`src/rtl/answer_entry.sv`:
```
// rtl/answer_entry.sv - keypad answer entry buffer feeding the checker; ENTRY_TIMEOUT_EN adds idle discard
module answer_entry #(
    parameter int DIGITS = 6
`ifdef ENTRY_TIMEOUT_EN
    ,
    parameter int TIMEOUT_CYC = 50000000
`endif
) (
    input  logic                  CLK,
    input  logic                  RST,
    input  logic                  round_start,
    input  logic                  key_valid,
    input  logic [4:0]            key_code,
    output logic [4*DIGITS-1:0]   check_out,
    output logic [4*DIGITS-1:0]   entry_disp,
    output logic [2:0]            digit_cnt,
    output logic                  submit_pulse,
    output logic                  key_err
);
    localparam int W = 4 * DIGITS;
    localparam logic [2:0] MAX_CNT = 3'(DIGITS);

    typedef enum logic [1:0] {IDLE, ENTRY, SUBMIT} state_t;

    state_t         state_q, state_n;
    logic [W-1:0]   entry_q, entry_n;
    logic [W-1:0]   chk_q, chk_n;
    logic [2:0]     cnt_q, cnt_n;
    logic           submit_n, err_n;

`ifdef ENTRY_TIMEOUT_EN
    localparam logic [25:0] IDLE_LAST = 26'(TIMEOUT_CYC - 1);
    logic [25:0] idle_q, idle_n;
`endif

    always_ff @(posedge CLK) begin
        if (RST) begin
            state_q      <= IDLE;
            entry_q      <= '0;
            chk_q        <= '0;
            cnt_q        <= '0;
            submit_pulse <= 1'b0;
            key_err      <= 1'b0;
`ifdef ENTRY_TIMEOUT_EN
            idle_q       <= '0;
`endif
        end else begin
            state_q      <= state_n;
            entry_q      <= entry_n;
            chk_q        <= chk_n;
            cnt_q        <= cnt_n;
            submit_pulse <= submit_n;
            key_err      <= err_n;
`ifdef ENTRY_TIMEOUT_EN
            idle_q       <= idle_n;
`endif
        end
    end

    always_comb begin
        state_n  = state_q;
        entry_n  = entry_q;
        chk_n    = chk_q;
        cnt_n    = cnt_q;
        submit_n = 1'b0;
        err_n    = 1'b0;
        if (round_start) begin
            state_n = IDLE;
            entry_n = '0;
            chk_n   = '0;
            cnt_n   = '0;
        end else if (key_valid) begin
            case (key_code)
                5'h00, 5'h01, 5'h02, 5'h03, 5'h04,
                5'h05, 5'h06, 5'h07, 5'h08, 5'h09: begin
                    if (cnt_q == MAX_CNT) begin
                        err_n = 1'b1;
                    end else begin
                        if (state_q == SUBMIT) begin
                            entry_n = {{(W-4){1'b0}}, key_code[3:0]};
                            cnt_n   = 3'd1;
                        end else begin
                            entry_n = {entry_q[W-5:0], key_code[3:0]};
                            cnt_n   = cnt_q + 3'd1;
                        end
                        state_n = ENTRY;
                    end
                end
                5'h0A: begin
                    state_n = IDLE;
                    entry_n = '0;
                    chk_n   = '0;
                    cnt_n   = '0;
                end
                5'h0B: begin
                    if (cnt_q == 3'd0) begin
                        err_n = 1'b1;
                    end else begin
                        entry_n = entry_q >> 4;
                        cnt_n   = cnt_q - 3'd1;
                        if (cnt_q == 3'd1)
                            state_n = (chk_q == '0) ? IDLE : SUBMIT;
                    end
                end
                5'h0C: begin
                    // an all-zero answer would read as "no answer" at the checker
                    if (cnt_q == 3'd0 || entry_q == '0) begin
                        err_n = 1'b1;
                    end else begin
                        chk_n    = entry_q;
                        submit_n = 1'b1;
                        entry_n  = '0;
                        cnt_n    = '0;
                        state_n  = SUBMIT;
                    end
                end
                default: err_n = 1'b1;
            endcase
        end
`ifdef ENTRY_TIMEOUT_EN
        else if (cnt_q != 3'd0 && idle_q == IDLE_LAST) begin
            entry_n = '0;
            cnt_n   = '0;
            state_n = (chk_q == '0) ? IDLE : SUBMIT;
        end
`endif
    end

`ifdef ENTRY_TIMEOUT_EN
    always_comb begin
        idle_n = idle_q + 26'd1;
        if (round_start || key_valid || cnt_q == 3'd0 || idle_q == IDLE_LAST)
            idle_n = '0;
    end
`endif

    assign check_out  = chk_q;
    assign entry_disp = entry_q;
    assign digit_cnt  = cnt_q;
endmodule

```
`config.mk`:
```
export PLATFORM = sky130hd
export DESIGN_NAME = answer_entry
export DESIGN_NICKNAME = d
export VERILOG_FILES = /design/src/rtl/answer_entry.sv
export SDC_FILE = /design/constraint.sdc
export NUM_CORES = 1
export LEC_CHECK = 0
export CAP_MARGIN = 15
export CORE_MARGIN = 2
export CORE_UTILIZATION = 49
export DETAILED_ROUTE_END_ITERATION = 7
export GPL_TIMING_DRIVEN = 1
export PLACE_DENSITY = 0.76
export SYNTH_ARGS = -nofsm -noshare
export SYNTH_HDL_FRONTEND = slang
export SYNTH_SLANG_ARGS = --single-unit
export TNS_END_PERCENT = 50
```
`constraint.sdc`:
```
create_clock -name CLK -period 2.5 [get_ports CLK]
set_input_delay 0.25 -clock CLK [delete_from_list [all_inputs] [get_ports CLK]]
set_output_delay 0.25 -clock CLK [all_outputs]
set_load 0.02 [all_outputs]
```
### After elaboration in Yosys (flattened, before gate mapping)

Index checks and enable logic that the tools add are counted.
W data, S select, Z words.

* add/subtract/negate cells: 2
* equal/unequal tests: 19
* mux-type cells: 23
* bitwise operators: 2
* reduce and logical (&&, ||, !) cells: 14

Operators by type and width (count)
* $mux W24: 5
* $pmux W24 S4: 1
* $logic_not A24 Y1: 2
* $pmux W24 S2: 1
* $eq A5 B4 Y1 const B: 5
* $eq A5 B3 Y1 const B: 4
* $mux W3: 4
* $pmux W3 S4: 1
* $eq A5 B2 Y1 const B: 2
* $mux W2: 5
* $reduce_or A10 Y1: 1
* $ne A2 B2 Y1 const B: 4
* $pmux W2 S4: 1
* $reduce_and A6 Y1: 1
* $eq A5 B1 Y1 const B: 1
* $logic_not A5 Y1: 1
* $reduce_and A5 Y1: 1
* $mux W1: 4
* $pmux W1 S4: 1
* $reduce_bool A4 Y1: 1
* $reduce_or A4 Y1: 1
* $add A3 B1 Y3 const B: 1
* $eq A3 B1 Y1 const B: 1
* $eq A3 B3 Y1 const B: 1
* other kinds (9): 10

* flip-flop bits (word level): 55
* bits of input ports: 9

### Longest topological paths before layout

Gate-level depths: netlist of run 1.

* word-level depth: 5
* mapped depth: 8

### Worst setup path before layout of run 1

No wires, ideal clock.

* path type: register -> register
* start point: reg cnt_q[0], in the netlist digit_cnt[0]
* end point: reg cnt_q[1], in the netlist digit_cnt[1]
* arrival: 2.089 ns
* required time: 2.415 ns
* path slack: 0.326 ns
* stages on the path, launching flop included: 9
* cell sequence: dfxtp_1 > inv_1 > ha_1 > a311oi_2 > o211ai_2 > or3_1 > buf_6 > buf_8 > o31ai_2

* cells in the longest elaborated chain, start to end: 4

RTL lines
* start: declaration: line 28 `logic [2:0] cnt_q, cnt_n;`
* start signal: assignment: line 51 `cnt_q <= cnt_n;`
* $add A3 B1 Y3 / $logic_not A3 Y1 (equally long branches): line 84, 96, 107
* $mux W3 / $logic_or A1 B1 Y1 (equally long branches): line 79, 107
* $mux W3 / $ne A2 B2 Y1 (equally long branches)
* $pmux W3 S4 / $reduce_and A5 Y1 (equally long branches)

Several ways; a longest one is shown, not always the timed one. The select of a mux whose other input is x is not followed.
A chain may end at the register's enable or synchronous reset.

### Worst setup path in the final report of run 1

* start point: reg cnt_q[0], in the netlist digit_cnt[0]
* end point: reg entry_q[3], in the netlist entry_disp[3]

* cells in the longest elaborated chain, start to end: 4

RTL lines
* $logic_not A3 Y1: line 96, 107
* $logic_or A1 B1 Y1: line 107 `if (cnt_q == 3'd0 || entry_q == '0) begin`
* $ne A2 B2 Y1 (no line)
* $reduce_and A5 Y1 (no line) (*)
* end signal: assignment: line 49 `entry_q <= entry_n;`
* end: declaration: line 26 `logic [W-1:0] entry_q, entry_n;`

Mark *: on every way between the ends. The rest lies on a longest branch, timed or not.

==> metrics, run 1 <==
final net count=351; number of enable-type register cells in the synthesized netlist=0; Register-to-Register Path Depth=7; Post-CTS Setup Repair Bufs=0; Layout Area Growth over Synthesis=35.2%; clock buffers created by TritonCTS=5; post-layout utilization of the core=68.9%; sequential share of power=between 50% and 60%; largest net degree at the start of global routing=42; number of failing hold endpoints at the final stage=0; Data required, critical path=2.73 ns; maximum ir drop on the vdd rail=378 uV; routed wire length=7.98 mm; normalized max-slew margin=62.3%; final-report setup violation count=0; Pins Over Slew Limit=0; yosys synthesis warning count=0; fraction of registers with async set/reset=0%; leakage power total=1.31 nW; Worst Tran Pin Value=0.559 ns; cell with the largest stage delay on the worst path=or3_1; run status=finished clean; Critical Path Max Stage Delay=0.48 ns; fraction of layout cells with a size suffix above 1=14.5%; mux share of post-synthesis cell area=8.02%; initial antenna violation count=0; synthesized netlist net count=277; most frequently used cell type in the post-synthesis netlist=dfxtp_1; post-synthesis compound-gate area fraction=27.8%; depth of the CTS H-tree=2; die extent in x=77.1 um; Worst Clk Skew=0.0117 ns; Area contributors post-synth=dfxtp_1, a32o_1, mux2i_1; number of buffers inserted by port buffering=61; Top Family by Delay on Critical Path=compound AO/OA/AOI/OAI gates; number of stages on the worst setup path=7; remaining routing DRC violations=0; highest achievable clock rate=442 MHz; Routed WL per cell=19.6 um; fraction of power spent switching nets=approximately 24%; type of destination of the critical path=flop; worst hold path cell count=2; Max Cap Violations=0; adder-cell area share of the yosys netlist=2.39%; register clock-pin slew on the reported worst setup and hold paths=approximately 0.090 ns; worst hold slack across all endpoints=0.464 ns; critical-path maximum fanout=14; sequential-to-total area share from yosys stat=42.0%; Avg Synthesized Cell Area=between 9 and 10 sq um; unrepaired setup endpoints after global routing=no; ranking of synthesized cells by instance count=dfxtp_1, nand2_1, a32o_1, mux2i_1; launch point of the worst hold path=state_q[0]; Clock Sinks=55; arrival time reported for the critical path endpoint=2.49 ns; proportion of power drawn by combinational gates=8.4%; boundary pin count=62; worst flop-to-flop path endpoint=entry_disp[3]; initial core utilization=51.0%; Post-Synth Simple-Gate Area=15.4%; biggest area consumer among synthesized cells=dfxtp_1; worst hold-check path type=flop to flop; total standard cell area after synthesis=0.00262 sq mm; total net switching power=0.394 mW; critical-path cell list=inv_1, ha_1, a311oi_2, o211ai_2, or3_1, buf_12, o31ai_2; number of inserted diodes=0; P_int=1.24 mW; # rows=26; classification of the worst setup path=flop to flop; Floorplan Core Area=0.00514 sq mm; total global routing track utilization=27.8%; Resize count post-CTS=0; Vias=2,533; total power density per cell area=461 mW/mm^2; main combinational cell family by area after synthesis=compound AO/OA/AOI/OAI gates; via count of the first global-routing pass=2,532; Crit path buffers/inverters=2; Detailed Route Iter0 Violations=220; worst flop-to-flop path startpoint=digit_cnt[0]; cts hold-fix bufs=0; count of different cell masters after synthesis=46; HPWL after detailed placement=between 5 and 6 mm; RD Place Congestion=0.874; final period demand of the worst path=between 2 and 2.5 ns; number of nets still failing antenna checks after routing=0; floorplan die area=0.00595 sq mm; prevailing post-synth register cell=dfxtp_1; post-synthesis instance total=~260; clock tree from TritonCTS=done; number of detailed-route iterations in the first pass=4; final clock period utilization by the worst path=90.4%; remaining global-route overflow=0; via/cell ratio=6.21; Critical Path Start Type=flop; register bit total from synthesis=55; hold path endpoint=state_q[0]; total power draw=1.63 mW; number of buffers on the longest clock path=2; cell chosen for the clock root=clkbuf_8; vertical die dimension=around 77 um; part of the total power dissipated in the clock network=37.5%; synthesized-area fraction occupied by xor and xnor cells=0%; R2R setup slack=0.24 ns; area share of the largest cell type after synthesis=42.0%; first-pass GRT wire length=13.1 mm; Setup TNS Final=0 ns; worst skew pair latency=0.32 ns
==> power by group through the flow <==
| stage | clock (mW) | sequential [mW] | combinational, mW |
|---|---|---|---|
| 2_1_floorplan | 0 | 0.905 | 0.0808 |
| 3_3_place_gp | 0 | 0.902 | 0.134 |
| 3_5_place_dp | 0 | 0.903 | 0.136 |
| 4_1_cts | 0.613 | 0.882 | 0.137 |
| 5_1_grt | 0.653 | 0.883 | 0.148 |
| 6_report | 0.612 | 0.883 | 0.138 |
==> area by class of cell <==
type	count	area, sq um
clock inverters	2	38.8
repair buffers	87	818
multi-input cells	186	1420
well taps	70	87.6
flip-flops and latches	55	1100
fillers	448	1600
clock buffers	6	72.6
inverters	2	7.51
==> worst max-delay path by stage <==
stage	startpoint	end
6_report	digit_cnt[0]	entry_disp[3]
5_1_grt	digit_cnt[0]	entry_disp[3]
4_1_cts	digit_cnt[0]	entry_disp[3]
3_5_place_dp	key_code[2]	entry_disp[15]
3_3_place_gp	key_code[1]	entry_disp[16]
2_1_floorplan	digit_cnt[0]	digit_cnt[1]
==> cell families (layout without fill, tap and decap cells) <==
group | Yosys count | count (layout)
multiplexers | 21 | 21
flip-flops | 55 | 55
adder cells (fa/ha/maj) | 5 | 5
buffers and inverters | 22 | 97
AO/OA/AOI/OAI | 80 | 80
AND/OR/NAND/NOR | 80 | 80
==> stage by stage <==
step / cells / instance area [sq um] / worst slack, ns
6_report: 408 / 3540 / 0.239
2_1_floorplan: 263 / 2620 / 0.326
5_1_grt: 408 / 3540 / 0.0994
3_3_place_gp: 400 / 3430 / 0.174
4_1_cts: 408 / 3540 / 0.252
3_5_place_dp: 400 / 3430 / 0.118
==> worst register-to-register path, cell delays in order, from the launching register on <==
cell      delay (ns)
dfxtp_1         0.42
inv_1           0.12
ha_1            0.22
a311oi_2        0.31
o211ai_2        0.15
or3_1           0.48
buf_12          0.22
o31ai_2         0.24
==> metal layers <==
layer	track usage [%]	vias up	share of wire, %
li1	-	1176	-
met1	37.1	1228	42
met2	44.4	110	47
met3	6.94	19	9.5
met4	8.21	0	1.9
met5	0	-	0
==> state kept, by name (all words and copies together) (netlist names) <==
name,cells
check_out,24
digit_cnt,3
entry_disp,24
key_err,1
state_q,2
submit_pulse,1
==> layout by cell type, fill, tap and decap left out, types with 2 or more instances in the layout <==
cell / count
a22oi_1: 6
mux2i_1: 21
buf_4: 25
clkbuf_8: 5
nor3_2: 2
o21ai_0: 7
nand2b_1: 3
a32o_1: 24
nand3_1: 4
o211ai_1: 3
nor4_1: 12
clkdlybuf4s50_1: 61
o211a_1: 2
o311ai_0: 9
ha_1: 5
nor2b_1: 3
dfxtp_1: 55
inv_1: 2
and2_1: 2
o31ai_2: 6
a22o_1: 12
nand2_1: 38
nor2_1: 6
Power figures use the tool's default switching activity.
==> run 2, diff against run 1 <==
CORE_UTILIZATION = 51   (was 49)
CTS_BUF_LIST = sky130_fd_sc_hd__clkbuf_8   (was not set)
PLACE_DENSITY = 0.79   (was 0.76)
SKIP_CTS_REPAIR_TIMING = 1   (was not set)
==> metrics, run 2 (synthesized netlist as in run 1, its figures left out) <==
final-report setup violation count=0; initial antenna violation count=0; cell with the largest stage delay on the worst path=o21ai_0; Worst Tran Pin Value=0.518 ns; initial core utilization=52.0%; HPWL after detailed placement=5.19 mm; via count of the first global-routing pass=2,255; remaining global-route overflow=0; maximum ir drop on the vdd rail=345 uV; most common cell after layout, fill and taps aside=clkdlybuf4s50_1; largest net degree at the start of global routing=69; placed inst area=0.00338 sq mm; RD Place Congestion=0.901; fill cell total of the finished layout=419; Pins Over Slew Limit=0; remaining routing DRC violations=0; worst skew pair latency=0.31 ns; highest achievable clock rate=about 450 MHz; # rows=26; first element of the critical path=entry_disp[20]; final period demand of the worst path=2.24 ns; type of destination of the critical path=flop; floorplan die area=0.00573 sq mm; critical-path cell list=nor4_1, nand4_1, o21ai_0, nor3_2, buf_4, a32o_1; die extent in x=75.7 um; Data required, critical path=2.70 ns; total global routing track utilization=27.6%; Worst Clk Skew=0.0100 ns; design area=0.00348 sq mm; via/cell ratio=slightly above 6; clock tree from TritonCTS=done; final clock period utilization by the worst path=around nine tenths; arrival time reported for the critical path endpoint=around 2.4 ns; Crit path buffers/inverters=1; Vias=2,483; Setup TNS Final=0 ns; Floorplan Core Area=0.00504 sq mm; highest-count cells in the layout ignoring fill and taps=clkdlybuf4s50_1, dfxtp_1, nand2_1; Critical Path Max Stage Delay=0.50 ns; boundary pin count=62; vertical die dimension=about 76 um; number of buffers on the longest clock path=2; leakage power total=1.27 nW; Clock Sinks=55; run status=finished clean; Routed WL per cell=19.0 um; worst hold-check path type=flop to flop; number of detailed-route iterations in the first pass=5; critical-path maximum fanout=25; total area of multi-input combinational cells=0.00142 sq mm; Critical Path Start Type=flop; register area=0.00110 sq mm; fraction of layout cells with a size suffix above 1=12.4%; Detailed Route Iter0 Violations=175; routed wire length=roughly 7.6 mm; number of failing hold endpoints at the final stage=0; depth of the CTS H-tree=2; number of buffers inserted by port buffering=approximately 60; classification of the worst setup path=flop to flop; cell chosen for the clock root=clkbuf_8; unrepaired setup endpoints after global routing=no; total power density per cell area=459 mW/mm^2; first-pass GRT wire length=roughly 12 mm; clock buffers created by TritonCTS=5; launch point of the worst hold path=state_q[0]; Layout Area Growth over Synthesis=32.9%; Max Cap Violations=0; number of inserted diodes=0; final net count=344; worst flop-to-flop path startpoint=entry_disp[20]; register clock-pin slew on the reported worst setup and hold paths=around 0.09 ns; Top Family by Delay on Critical Path=simple AND/OR/NAND/NOR gates; number of nets still failing antenna checks after routing=0; normalized max-slew margin=65.1%
run 2: path summary, 6_finish.rpt:
| path | to | slack, ns | cells past startpoint |
|---|---|---|---|
| worst max-delay path | check_out[9] | 0.26 | 6 |
| worst min-delay path | state_q[0] | 0.46 | 2 |
| worst max register to register | check_out[9] | 0.26 | 6 |
| worst min register to register | state_q[0] | 0.46 | 2 |
run 2: area by class of cell:
class	count	area share [%]
Inverter	2	0.216
Clock inverter	2	0.970
Clock buffer	5	1.98
Multi-Input combinational cell	186	40.7
Timing Repair Buffer	80	22.0
Sequential cell	55	31.6
Tap cell	70	2.52
run 2: through the flow:
| stage | total power, mW | setup slack [ns] | cells | hold WS (ns) | utilization [%] |
|---|---|---|---|---|---|
| floorplan | 0.986 | 0.326 | 263 | 0.381 | - |
| global placement | 1.03 | 0.152 | 393 | 0.440 | 67.0 |
| detailed placement | 1.03 | 0.102 | 393 | 0.447 | 67.0 |
| CTS | 1.59 | 0.312 | 400 | 0.460 | 69.1 |
| global route | 1.65 | 0.194 | 400 | 0.483 | 69.1 |
| finish | 1.60 | 0.259 | 400 | 0.458 | 69.1 |
run 2: report_power, final:
part           switching, mW  internal [mW]  leakage [nW]
Sequential           0.00394          0.879         0.443
Clock                  0.291          0.290        0.0554
Combinational         0.0797         0.0533         0.772
Total                  0.375           1.22          1.27
run 2: worst register-to-register path: stages (launching register included):
cell	delay [ns]
dfxtp_1	0.36
nor4_1	0.45
nand4_1	0.26
o21ai_0	0.50
nor3_2	0.09
buf_4	0.24
a32o_1	0.24
run 2: per-layer routing:
metal	up-vias	track usage [%]	part of all wire, %
li1	1157	-	-
met1	1217	39.5	43
met2	98	42.2	48
met3	11	6.08	7.0
met4	0	7.21	1.5
met5	-	0	0
